[src/rtl/reset_sequencer.sv]
// Sequenced reset release for the display pipeline: filters clock-generator lock,
// holds every domain in reset, then releases the domains one at a time from bit 0 up.
module reset_sequencer #(
    parameter int NUM_STAGES  = 3,
    parameter int LOCK_FILTER = 4,
    parameter int HOLD_CYCLES = 16,
    parameter int STAGE_GAP   = 8
) (
    input  logic                  i_clk,
    input  logic                  i_rst,
    input  logic                  i_locked,
    input  logic                  i_soft_rst,
    output logic [NUM_STAGES-1:0] o_rst,
    output logic                  o_ready
);

    localparam int MAX_HG    = (HOLD_CYCLES > STAGE_GAP) ? HOLD_CYCLES : STAGE_GAP;
    localparam int MAX_COUNT = (MAX_HG > LOCK_FILTER) ? MAX_HG : LOCK_FILTER;
    localparam int CW        = $clog2(MAX_COUNT + 1);

    localparam logic [CW-1:0] FILTER_LAST = CW'(LOCK_FILTER - 1);
    localparam logic [CW-1:0] HOLD_LAST   = CW'(HOLD_CYCLES - 1);
    localparam logic [CW-1:0] GAP_LAST    = CW'(STAGE_GAP - 1);

    typedef enum logic [2:0] {
        ST_RESET,
        ST_WAIT_LOCK,
        ST_HOLD,
        ST_RELEASE,
        ST_RUN
    } state_t;

    state_t                state, state_d;
    logic [CW-1:0]         count, count_d;
    logic [CW-1:0]         step_last;
    logic [NUM_STAGES-1:0] stages, stages_d, stages_shift;
    logic                  ready, ready_d;
    logic                  lock_s1, lock_sync;

    // i_locked comes from another clock domain; two flops before anything looks at it.
    always_ff @(posedge i_clk or posedge i_rst) begin
        if (i_rst) begin
            lock_s1   <= 1'b0;
            lock_sync <= 1'b0;
        end else begin
            // NOTE: non-blocking so each flop samples the value from before the edge.
            lock_s1   <= i_locked;
            lock_sync <= lock_s1;
        end
    end

    always_ff @(posedge i_clk or posedge i_rst) begin
        if (i_rst) begin
            state  <= ST_RESET;
            count  <= '0;
            stages <= '1;
            ready  <= 1'b0;
        end else begin
            state  <= state_d;
            count  <= count_d;
            stages <= stages_d;
            ready  <= ready_d;
        end
    end

    // Released bits stay contiguous from bit 0, so releasing one more is a left shift.
    assign stages_shift = stages << 1;
    assign step_last    = (state == ST_HOLD) ? HOLD_LAST : GAP_LAST;

    always_comb begin
        // NOTE: every output of this block gets a default first, so no path infers a latch.
        state_d  = state;
        count_d  = count;
        stages_d = stages;

        case (state)
            ST_RESET: begin
                state_d  = ST_WAIT_LOCK;
                count_d  = '0;
                stages_d = '1;
            end

            ST_WAIT_LOCK: begin
                stages_d = '1;
                if (!lock_sync) begin
                    count_d = '0;
                end else if (count == FILTER_LAST) begin
                    state_d = ST_HOLD;
                    count_d = '0;
                end else begin
                    count_d = count + 1'b1;
                end
            end

            ST_HOLD, ST_RELEASE, ST_RUN: begin
                if (!lock_sync) begin
                    state_d  = ST_WAIT_LOCK;
                    count_d  = '0;
                    stages_d = '1;
                end else if (i_soft_rst) begin
                    state_d  = ST_HOLD;
                    count_d  = '0;
                    stages_d = '1;
                end else if (state != ST_RUN) begin
                    if (count == step_last) begin
                        count_d  = '0;
                        stages_d = stages_shift;
                        state_d  = (stages_shift == '0) ? ST_RUN : ST_RELEASE;
                    end else begin
                        count_d = count + 1'b1;
                    end
                end
            end

            default: begin
                state_d  = ST_RESET;
                count_d  = '0;
                stages_d = '1;
            end
        endcase

        ready_d = (state_d == ST_RUN);
    end

    assign o_rst   = stages;
    assign o_ready = ready;

endmodule

[config.mk]
export PLATFORM = sky130hd
export DESIGN_NAME = reset_sequencer
export DESIGN_NICKNAME = d
export VERILOG_FILES = /design/src/rtl/reset_sequencer.sv
export SDC_FILE = /design/constraint.sdc
export NUM_CORES = 1
export LEC_CHECK = 0
export ABC_AREA = 1
export CORE_MARGIN = 2
export CORE_UTILIZATION = 48
export DETAILED_ROUTE_END_ITERATION = 16
export PLACE_DENSITY = 0.72
export SLEW_MARGIN = 15
export SYNTH_ARGS = -nofsm -noshare
export SYNTH_HDL_FRONTEND = slang
export SYNTH_SLANG_ARGS = --single-unit
[constraint.sdc]
create_clock -name i_clk -period 1.3 [get_ports i_clk]
set_input_delay 0.13 -clock i_clk [delete_from_list [all_inputs] [get_ports i_clk]]
set_output_delay 0.13 -clock i_clk [all_outputs]
set_load 0.03 [all_outputs]
After elaboration in Yosys (flattened, before gate mapping)
Cells that the tools add are included.

operators by class
  reduce and logical (&&, ||, !) cells = 4
  mux-type cells = 21
  eq/ne operators = 10
  $add $sub $neg = 1

operators with widths
  kind                                                             number
  3-bit 2-to-1 mux                                                 12
  5-bit 2-to-1 mux                                                 6
  5-bit one-hot mux with 2 select lines                            1
  3-bit one-hot mux with 3 select lines                            1
  4-bit inequality test, second input constant                     2
  3-bit by 2-bit == test with 1-bit output, second input constant  2
  3-bit == test, second input constant                             2
  3-bit zero test                                                  2
  5-bit by 1-bit adder with 5-bit output, second input constant    1
  5-bit by 2-bit == test with 1-bit output, second input constant  1
  5-bit by 4-bit == test with 1-bit output                         1
  4-bit 2-to-1 mux                                                 1
  3-bit by 1-bit == test with 1-bit output, second input constant  1
  3-bit inequality test, second input constant                     1
  3-bit OR reduction                                               1
  2-bit AND reduction                                              1

storage, ports and cells
  input bits = 4
  bits in registers = 14
  output and inout bits = 4

Logic depth before layout (Yosys ltp)
Gate-level depths: netlist (run 1).

  depth in word-level cells = 9
  depth in mapped cells = 9

Least setup slack after synthesis (run 1)
No wires, ideal clock.

  path kind = register -> register
  start point = register count[0]
  end point = register state[1]
  setup time = 65 ps
  buffers on the path = 0
  stages on the path, launching flop included = 10
  data arrival time = 1219 ps
  path slack = 16 ps
  cells stage by stage = dfrtp_1 -> ha_1 -> nand2_1 -> nor2_1 -> nand3_2 -> nor2_1 -> nand2_1 -> nand2_1 -> nand2_1 -> nand2_1

on the way
  word-level cells in the longest chain between the ends = 6
  elaborated cells between the ends (all ways) = 9
  classes of those cells = eq/ne: 2; mux: 7

RTL lines
  element                                    RTL line  source
  start: declaration                         34        logic [CW-1:0] count, count_d;
  start signal: assignment                   60        count <= count_d;
  5-bit by 4-bit == test with 1-bit output   105       if (count == step_last) begin
  3-bit 2-to-1 mux                           105
  3-bit 2-to-1 mux                           104       end else if (state != ST_RUN) begin
  3-bit 2-to-1 mux                           100       end else if (i_soft_rst) begin
  3-bit 2-to-1 mux                           96        if (!lock_sync) begin
  3-bit one-hot mux with 3 select lines (*)  76        case (state)
  net state_d[1]                             33        state_t state, state_d;
  end signal: assignment                     59        state <= state_d;
  end: declaration                           33

The timed path passes the listed nets; every way through them passes the cells marked *.
A chain may end at the register's enable or synchronous reset.

Final worst setup path (run 1)
  start point = register count[1]
  end point = register count[3]

on the way
  word-level cells in the longest chain between the ends = 6
  elaborated cells between the ends (all ways) = 10
  classes of those cells = add/sub: 1; eq/ne: 2; mux: 7

RTL lines
  element                                                                                             RTL line
  5-bit by 1-bit adder with 5-bit output or 5-bit by 4-bit == test with 1-bit output (tied branches)  91, 110, 105
  5-bit 2-to-1 mux                                                                                    105
  5-bit 2-to-1 mux                                                                                    104
  5-bit 2-to-1 mux                                                                                    100
  5-bit 2-to-1 mux                                                                                    96
  5-bit one-hot mux with 2 select lines (*)                                                           76

Every way passes the cells marked *; elsewhere a longest branch is shown, timed or not. The select of a mux whose other input is x is not followed.

==> flow_summary.ini, run 1 <==
[synth]
syn_area_per_cell_um2 = 7.52
synth_nets = 111
synth_area_um2 = 797
yosys_warnings = 0
synth_seq_cells = 14
synthCells = 106
ys_types = 21
ys_seq_area_frac = 0.444

[power]
pwr-share-seq = 0.453
p_clk_frac = 0.218
p_leak_nw = 0.583
total_power_mw = 1.19
peakVddDrop_mv = 0.879
swShare = 0.329
internal_power_mw = 0.799
p_comb_frac = 0.329
power.density_nw_per_um2 = 1110
switchingPower_mw = 0.391

[floorplan]
row_count = 14
die_x_um = 44.8
num_io_pins = 8
core_um2 = 1520
start_util = 0.523
die_y_um = 44.8
die_area_um2 = 2000

[flow_run]
drv_cap = 0

[clocking]
numCtsBuffers = 3
clock_path_buffers = 2
clkTransAtPathRegs_ns = 0.08
ctsHoldBuffers = 0
cts_tree = yes
cts_sinks = 14
cts_root_buffer = clkbuf_4
clock_latency_ns = 0.28
cts_max_level = 1

[worst_setup_path]
path_cells = ha_4 -> nand2_4 -> nor2_4 -> nand3_4 -> nand2_2 -> nand3_1 -> nand2_1 -> inv_1
crit_path_end_kind = flip-flop
crit_family = simple AND/OR/NAND/NOR gates
worstPathRequired_ns = 1.48
cp_data_arrival_time_ns = 1.51
worst-setup-path-type = flip-flop to flip-flop
worst_path_largest_cell_delay_ns = 0.40
cp_num_buf_inv = 1
cp_max_fo = 5
cp-start-kind = flip-flop
cpMaxStageDelayCell = dfrtp_1

[route]
routedWlPerCell_um = 11.2
final_antenna_net_count = 0
drt_iter0_drc = 11
routed_wl_um = 1670
drt_first_pass_iters = 4
via_count = 741
vias_per_cell = 4.97
route.detailed.drc = 0

[timing]
finalHoldViolations = 0
clock_skew_ns = 0.00116
worst_pin_slew_ns = 0.298
post-route-period-util = 1.02
period_minus_slack_ns = 1.33
timing.fmax_ghz = 0.752
rsz0062_at_grt = yes
relSlewSlack = 0.802
slew_viol_final = 0
setup_viol = 5
setup_ws_ns = -0.0301

[grt]
gr-usage-met1 = 0.285
grt_pass1_wl_um = 2920
grt-busiest-layer = met2
grt_pass1_vias = 690
grt_use_met3 = 0.0520
grt_start_max_net_pins = 15
antenna_found_initial = 0
use_met2 = 0.290
grt_overflow_total = 0
grt_util_all_layers = 0.205

[layout]
drive_above_1_share = 0.353
nFillCells = 116
antennaDiodeCount = 0
mostFrequentLayoutCell = nand2_1
layout_common_cells = 28 x nand2_1, 18 x buf_4, 13 x inv_1, 10 x nand3_1
area_delta_synth_final_pct = 35.2
layout.nets = 139
final_core_util = 0.707

[outcome]
status = complete, but fails checks
violations = negative setup slack

[placement]
port_buffers = 7
place_congestion = 0.842
post-dp-hpwl_um = 1240

[min_path]
hp-class = input port to async pin
-- stage by stage --
stage	cells	TNS [ns]	hold WS [ns]	cell area, um2	setup slack, ns
2_1_floorplan	106	0	0.0171	797	0.0157
3_3_place_gp	141	-0.0699	0.341	970	-0.0247
3_5_place_dp	141	-0.338	0.345	970	-0.0546
4_1_cts	146	-0.0150	0.143	1020	-0.0114
5_1_grt	149	-1.02	0.209	1080	-0.110
6_report	149	-0.0696	0.143	1080	-0.0301
-- state kept, by name, summed over array words and instances (netlist names) --
signal	flops
count	5
lock_s1	1
lock_sync	1
state	3
o_rst	3
o_ready	1
-- per-layer routing --
metal  wire length (um)  up-vias
met2                759       14
met4                 35        0
met1                824      337
met3                 51        4
met5                  0        -
li1                   -      386
-- logic make-up after synthesis --
kind of cell / count (synthesis) / share of synthesized area
adders and majority gates: 1 / 0.0157
AOI/OAI and AO/OA: 10 / 0.0722
and+or+nand+nor: 61 / 0.361
xor gates and xnor gates: 2 / 0.0220
DFF: 14 / 0.444
buffers and inverters: 18 / 0.0848
-- synth_stat cells --
library cell  count  area share
clkinv_1          1      0.0047
nand2_4           2       0.028
o21ai_0           2       0.013
nor2_4            1       0.014
nand2_1          30        0.14
nand4_1           2       0.016
o21ai_1           3       0.019
a21oi_1           3       0.019
xor2_1            2       0.022
a21oi_2           1       0.011
inv_2             2      0.0094
nand3_2           2       0.025
dfrtp_1          11        0.35
nor3_1            1      0.0063
o21ai_2           1       0.011
dfstp_2           3       0.099
ha_1              1       0.016
nor2_1           11       0.052
inv_1            15       0.071
nand3_1          10       0.063
nand2_2           2       0.016
-- cell type report --
class | instances | area [um2] | area share
well taps | 16 | 20.0 | 0.0186
repair buffers | 23 | 185 | 0.172
clock buffers | 4 | 26.3 | 0.0244
multi-input cells | 74 | 420 | 0.390
inverters | 18 | 68.8 | 0.0639
flip-flops and latches | 14 | 357 | 0.331
-- tightest hold or removal path, delay by kind of cell --
family | cells | cell delay [ns]
buffers and inverters | 3 | 0.65
-- final timing paths --
check / from / endpoint / slack, ns / cells after the start
setup reg to reg: count[1] / count[3] / -0.03 / 8
hold reg to reg: lock_s1 / lock_sync / 0.36 / 0
max in group asynchronous: i_rst / o_rst[2] / 0.92 / 3
hold / removal: i_rst / count[1] / 0.14 / 3
min in group i_clk: i_locked / lock_s1 / 0.28 / 1
setup / recovery: count[1] / count[3] / -0.03 / 8
-- repair_timing --
| action | in CTS | in global routing |
|---|---|---|
| resized for setup | 10 | 8 |
| setup buffers | 1 | 3 |
| pin swaps | 2 | 5 |
| setup endpoints to repair | 13 | 12 |
| cloned | 0 | 0 |
-- power by group through the flow --
stage          Sequential [mW]  Clock [mW]  Combinational [mW]
2_1_floorplan            0.535           0               0.189
3_3_place_gp             0.529           0               0.319
3_5_place_dp             0.532           0               0.322
4_1_cts                  0.524       0.263               0.346
5_1_grt                  0.544       0.288               0.449
6_report                 0.540       0.259               0.392
No activity file was read; power rests on OpenSTA's default activity.
==> run 2, diff against run 1 <==
- HOLD_SLACK_MARGIN: unset -> 0.12
==> results of run 2 <==
Final layout, timing and power as in run 1 (identical DEF).
==> RTL change 1, RTL diff (config.mk and constraints of run 2) <==
The 5 states of `state_t` get a one-hot encoding in 5 bits.
--- a/src/rtl/reset_sequencer.sv
+++ b/src/rtl/reset_sequencer.sv
@@ -22,12 +22,12 @@
     localparam logic [CW-1:0] HOLD_LAST   = CW'(HOLD_CYCLES - 1);
     localparam logic [CW-1:0] GAP_LAST    = CW'(STAGE_GAP - 1);
 
-    typedef enum logic [2:0] {
-        ST_RESET,
-        ST_WAIT_LOCK,
-        ST_HOLD,
-        ST_RELEASE,
-        ST_RUN
+    typedef enum logic [4:0] {
+        ST_RESET     = 5'b00001,
+        ST_WAIT_LOCK = 5'b00010,
+        ST_HOLD      = 5'b00100,
+        ST_RELEASE   = 5'b01000,
+        ST_RUN       = 5'b10000
     } state_t;
 
     state_t                state, state_d;
Check against the original RTL: same outputs for any inputs over 10 cycles, from zero or initial values and one cycle with i_rst high; not proved beyond that.
==> RTL change 1 against run 2 <==
The flow still finishes with violations (negative setup slack); first-iteration DRC count grew to 3.0 times the old value; highest routed layer unchanged; non-clock buffer count grew 10; routed wire length grew 55%; critical endpoint is now state[4]$_DFF_PP0_; sequential power grew 14%; sequential cell count grew 2; worst setup slack lost 110 ps; area after synthesis grew 14%; design area grew 25%; power grew 18%.
==> RTL change 1: results <==
export IMPL_fin_worst_skew_ps=4.55
export IMPL_final_nets=159
export IMPL_finalSetupViolCount=14
export IMPL_track_usage_pct=22.3
export IMPL_pre_cts_ws_ps=-117
export IMPL_arrival_ps=1630
export IMPL_grt_pass1_vias=813
export IMPL_failed_checks="negative setup slack"
export IMPL_ys_seq_area_share_pct=44.8
export IMPL_placed_cells=166
export IMPL_slowest_delay_ps=450
export IMPL_reg2reg_depth=9
export IMPL_finalSetupTns_ps=-1420
export IMPL_max_vdd_ir_drop_mv=0.800
export IMPL_tightest_slew_ps=304
export IMPL_cts_resized_gates=25
export IMPL_cp_slowest_cell="dfrtp_2"
export IMPL_wirelength_microns=2600
export IMPL_status="finished, violations left"
export IMPL_finalHoldWorstSlack_ps=152
export IMPL_drt_iter0_markers=33
export IMPL_dr_wl_met3_microns=110
export IMPL_synth_common_cells="nand2_1, inv_1, dfrtp_1, nand3_1, nor2_1"
export IMPL_dpl_cell_area_sq_mm=0.00113
export IMPL_gp_congestion=0.890
export IMPL_use_met3_pct=2.26
export IMPL_synth_distinct_cells=20
export IMPL_worstReg2RegStart="state[3]$_DFF_PP0_"
export IMPL_synth_area_leaders="dfrtp_1, dfstp_2, nand2_1"
export IMPL_grt_use_met1_pct=27.7
export IMPL_wl_met1_microns=1030
export IMPL_vias=931
export IMPL_post_cts_buffers=4
export IMPL_hpwl_microns=1560
export IMPL_drive_gt1_share_pct=52.6
export IMPL_grt_max_degree=17
export IMPL_r2r_end="state[4]$_DFF_PP0_"
export IMPL_syn_avg_cell_area_sq_um=7.81
export IMPL_grt_pass1_wl_microns=3440
export IMPL_post_route_worst_setup_slack_ps=-136
export IMPL_grtUsageMet2_pct=37.6
export IMPL_syn_nets=121
[RTL change 1: cell count changes after synthesis, moves of 3 or more]
cell	change
o21ai_0	+3
nand2_1	-3
nor2_2	+4
nand4_1	+3
nand2_2	+4
[RTL change 1: final cells by class]
type	count	area (sq um)
Multi-Input combinational cell	82	543
Timing Repair Buffer	33	272
Tap cell	25	31.3
Clock buffer	3	22.5
Inverter	18	70.1
Fill cell	130	398
Sequential cell	16	409
[RTL change 1: cell families (layout without fill, tap and decap cells)]
group           count (synthesis)  after routing  share of synthesized area (%)
compound gates                 10             10                           6.77
xor+xnor                        2              2                           1.93
fa+ha+maj                       1              1                           1.38
buf+inv                        18             54                           7.46
flops                          16             16                           44.8
simple gates                   69             69                           37.7
[RTL change 1: power by group]
group | switching [W] | internal [W] | leakage [nW] | total, W
Sequential | 0.0000603 | 0.000553 | 0.199 | 0.000614
Combinational | 0.000291 | 0.000234 | 0.494 | 0.000525
Clock | 0.000158 | 0.000108 | 0.0138 | 0.000266
==> RTL change 2, RTL diff (flow settings as in run 2) <==
Without the edit above. Set the parameter `STAGE_GAP` to 16 (it was 8).
--- a/src/rtl/reset_sequencer.sv
+++ b/src/rtl/reset_sequencer.sv
@@ -4,7 +4,7 @@
     parameter int NUM_STAGES  = 3,
     parameter int LOCK_FILTER = 4,
     parameter int HOLD_CYCLES = 16,
-    parameter int STAGE_GAP   = 8
+    parameter int STAGE_GAP   = 16
 ) (
     input  logic                  i_clk,
     input  logic                  i_rst,
Function: no difference found for any inputs over 10 cycles, from zero or initial values and one cycle with i_rst high; that may be too few to reach the edited logic, so the function may still have changed.
==> RTL change 2 against run 2 <==
The flow still finishes with violations (negative setup slack); worst setup slack got worse by 130 ps; first-iteration DRC count down 36%; synthesized cell count up 5.7%; area after synthesis up 3.8%; sequential share of layout area about the same; largest cell class unchanged; fmax decreased by 8.6%; design area fell by 0.58%; routed wire length grew 1.3%; sequential cell count did not move; combinational power grew 2%; critical path depth rose by 1; clock power up 27%; power is 5.7% higher.
==> RTL change 2: results <==
export IMPL_p_leak_nw=0.580
export IMPL_wirelength_microns=1690
export IMPL_diodes=0
export IMPL_synth_distinct_cells=18
export IMPL_arrival_ps=1640
export IMPL_htreeDepth=1
export IMPL_relSlewSlack_pct=80.4
export IMPL_drive_gt1_share_pct=32.3
export IMPL_antenna_found_initial=0
export IMPL_drt_pre_antenna_iters=4
export IMPL_via_per_inst=5.06
export IMPL_synth_area_leaders="dfrtp_1, nand2_1, dfstp_2"
export IMPL_async_reset_ff_share_pct=100
export IMPL_gp_congestion=0.876
export IMPL_post_route_worst_setup_slack_ps=-156
export IMPL_grt_pass1_wl_microns=3030
export IMPL_worstPathMaxFanout=5
export IMPL_status="finished, violations left"
export IMPL_clk_pin_slew_ps=100
export IMPL_worstReg2RegStart="count[1]$_DFFE_PP0P_"
export IMPL_fin_worst_skew_ps=8.61
export IMPL_clk_latency_ps=290
export IMPL_grt_max_degree=15
export IMPL_top_register="count"
export IMPL_drt_iter0_markers=7
export IMPL_ys_seq_area_share_pct=42.8
export IMPL_finalSetupViolCount=12
export IMPL_failed_checks="negative setup slack"
export IMPL_track_usage_pct=21.1
export IMPL_grt_pass1_vias=701
export IMPL_clock_root_buffer="clkbuf_4"
export IMPL_hpwl_microns=1250
export IMPL_cts_buffers=3
export IMPL_max_vdd_ir_drop_mv=0.822
export IMPL_largest_register_ffs=5
export IMPL_final_nets=141
export IMPL_port_buffers=7
export IMPL_synth_common_cells="nand2_1, inv_1, dfrtp_1, nor2_1, nand3_1"
export IMPL_ys_warn_count=0
export IMPL_nFillCells=135
export IMPL_crit_start="count[1]$_DFFE_PP0P_"
export IMPL_hold_path_class="input port to asynchronous set/reset pin"
export IMPL_ctsLongestPathBuffers=2
export IMPL_syn_nets=119
==> RTL change 2: cells by family after synthesis <==
group,share of synthesized area (%)
and+or+nand+nor,38.7
buffers and inverters,9.08
DFF,42.8
adders and majority gates,4.54
AOI/OAI and AO/OA,4.84
==> RTL change 2: through the flow <==
step	setup TNS [ps]	hold slack, ps	total power, W	cells	instance area [sq um]
final	-1410	120	0.00126	149	1070
after global routing	-2690	155	0.00135	149	1070
after CTS	-1710	134	0.00126	149	1040
after detailed placement	-1430	336	0.000927	144	992
after global placement	-946	337	0.000919	144	992
after floorplan	-285	17.1	0.000779	112	842
==> RTL change 2: worst max-delay path, stage by stage (launching register included) <==
cell     delay, ps
dfrtp_1        380
ha_2           200
inv_2           50
nor3_4         160
ha_4           190
inv_2           50
nand3_2        120
nand2_1         70
nand2_1         50
o21ai_0         70
==> RTL change 2: worst paths after layout <==
| path | endpoint | depth (start not counted) |
|---|---|---|
| setup / recovery | count[0]$_DFFE_PP0P_ | 9 |
| hold / removal | count[2]$_DFFE_PP0P_ | 3 |
| setup reg to reg | count[0]$_DFFE_PP0P_ | 9 |
| hold reg to reg | lock_sync$_DFF_PP0_ | 0 |
| max in group asynchronous | o_rst[1]$_DFFE_PP1P_ | 3 |
| min in group i_clk | lock_s1$_DFF_PP0_ | 1 |
==> RTL change 2: cell type report <==
cell class	count	area, sq um	area share, %
timing repair buffer	17	136	12.7
tap	16	20.0	1.87
inverter	20	75.1	7.01
multi-input combinational	78	449	41.9
clock buffer	4	36.3	3.39
sequential	14	354	33.1
==> RTL change 2: repair_timing <==
action,4_1_cts,5_1_grt
buffers inserted,1,0
pin swaps,3,2
setup endpoints to repair,13,12
gates resized for setup,2,8
==> RTL change 2: report_power, final <==
| part | internal (W) | switching, W |
|---|---|---|
| logic | 0.000179 | 0.000222 |
| clock network | 0.000171 | 0.000158 |
| registers | 0.000488 | 0.0000396 |
==> RTL change 2: layer usage <==
layer  track usage, %  up-vias  share of wire [%]
met2             29.6       12                 45
li1                 -      391                  -
met4             12.4        0                2.7
met5                0        -                  0
met3             4.76        4                2.9
met1             29.5      347                 49
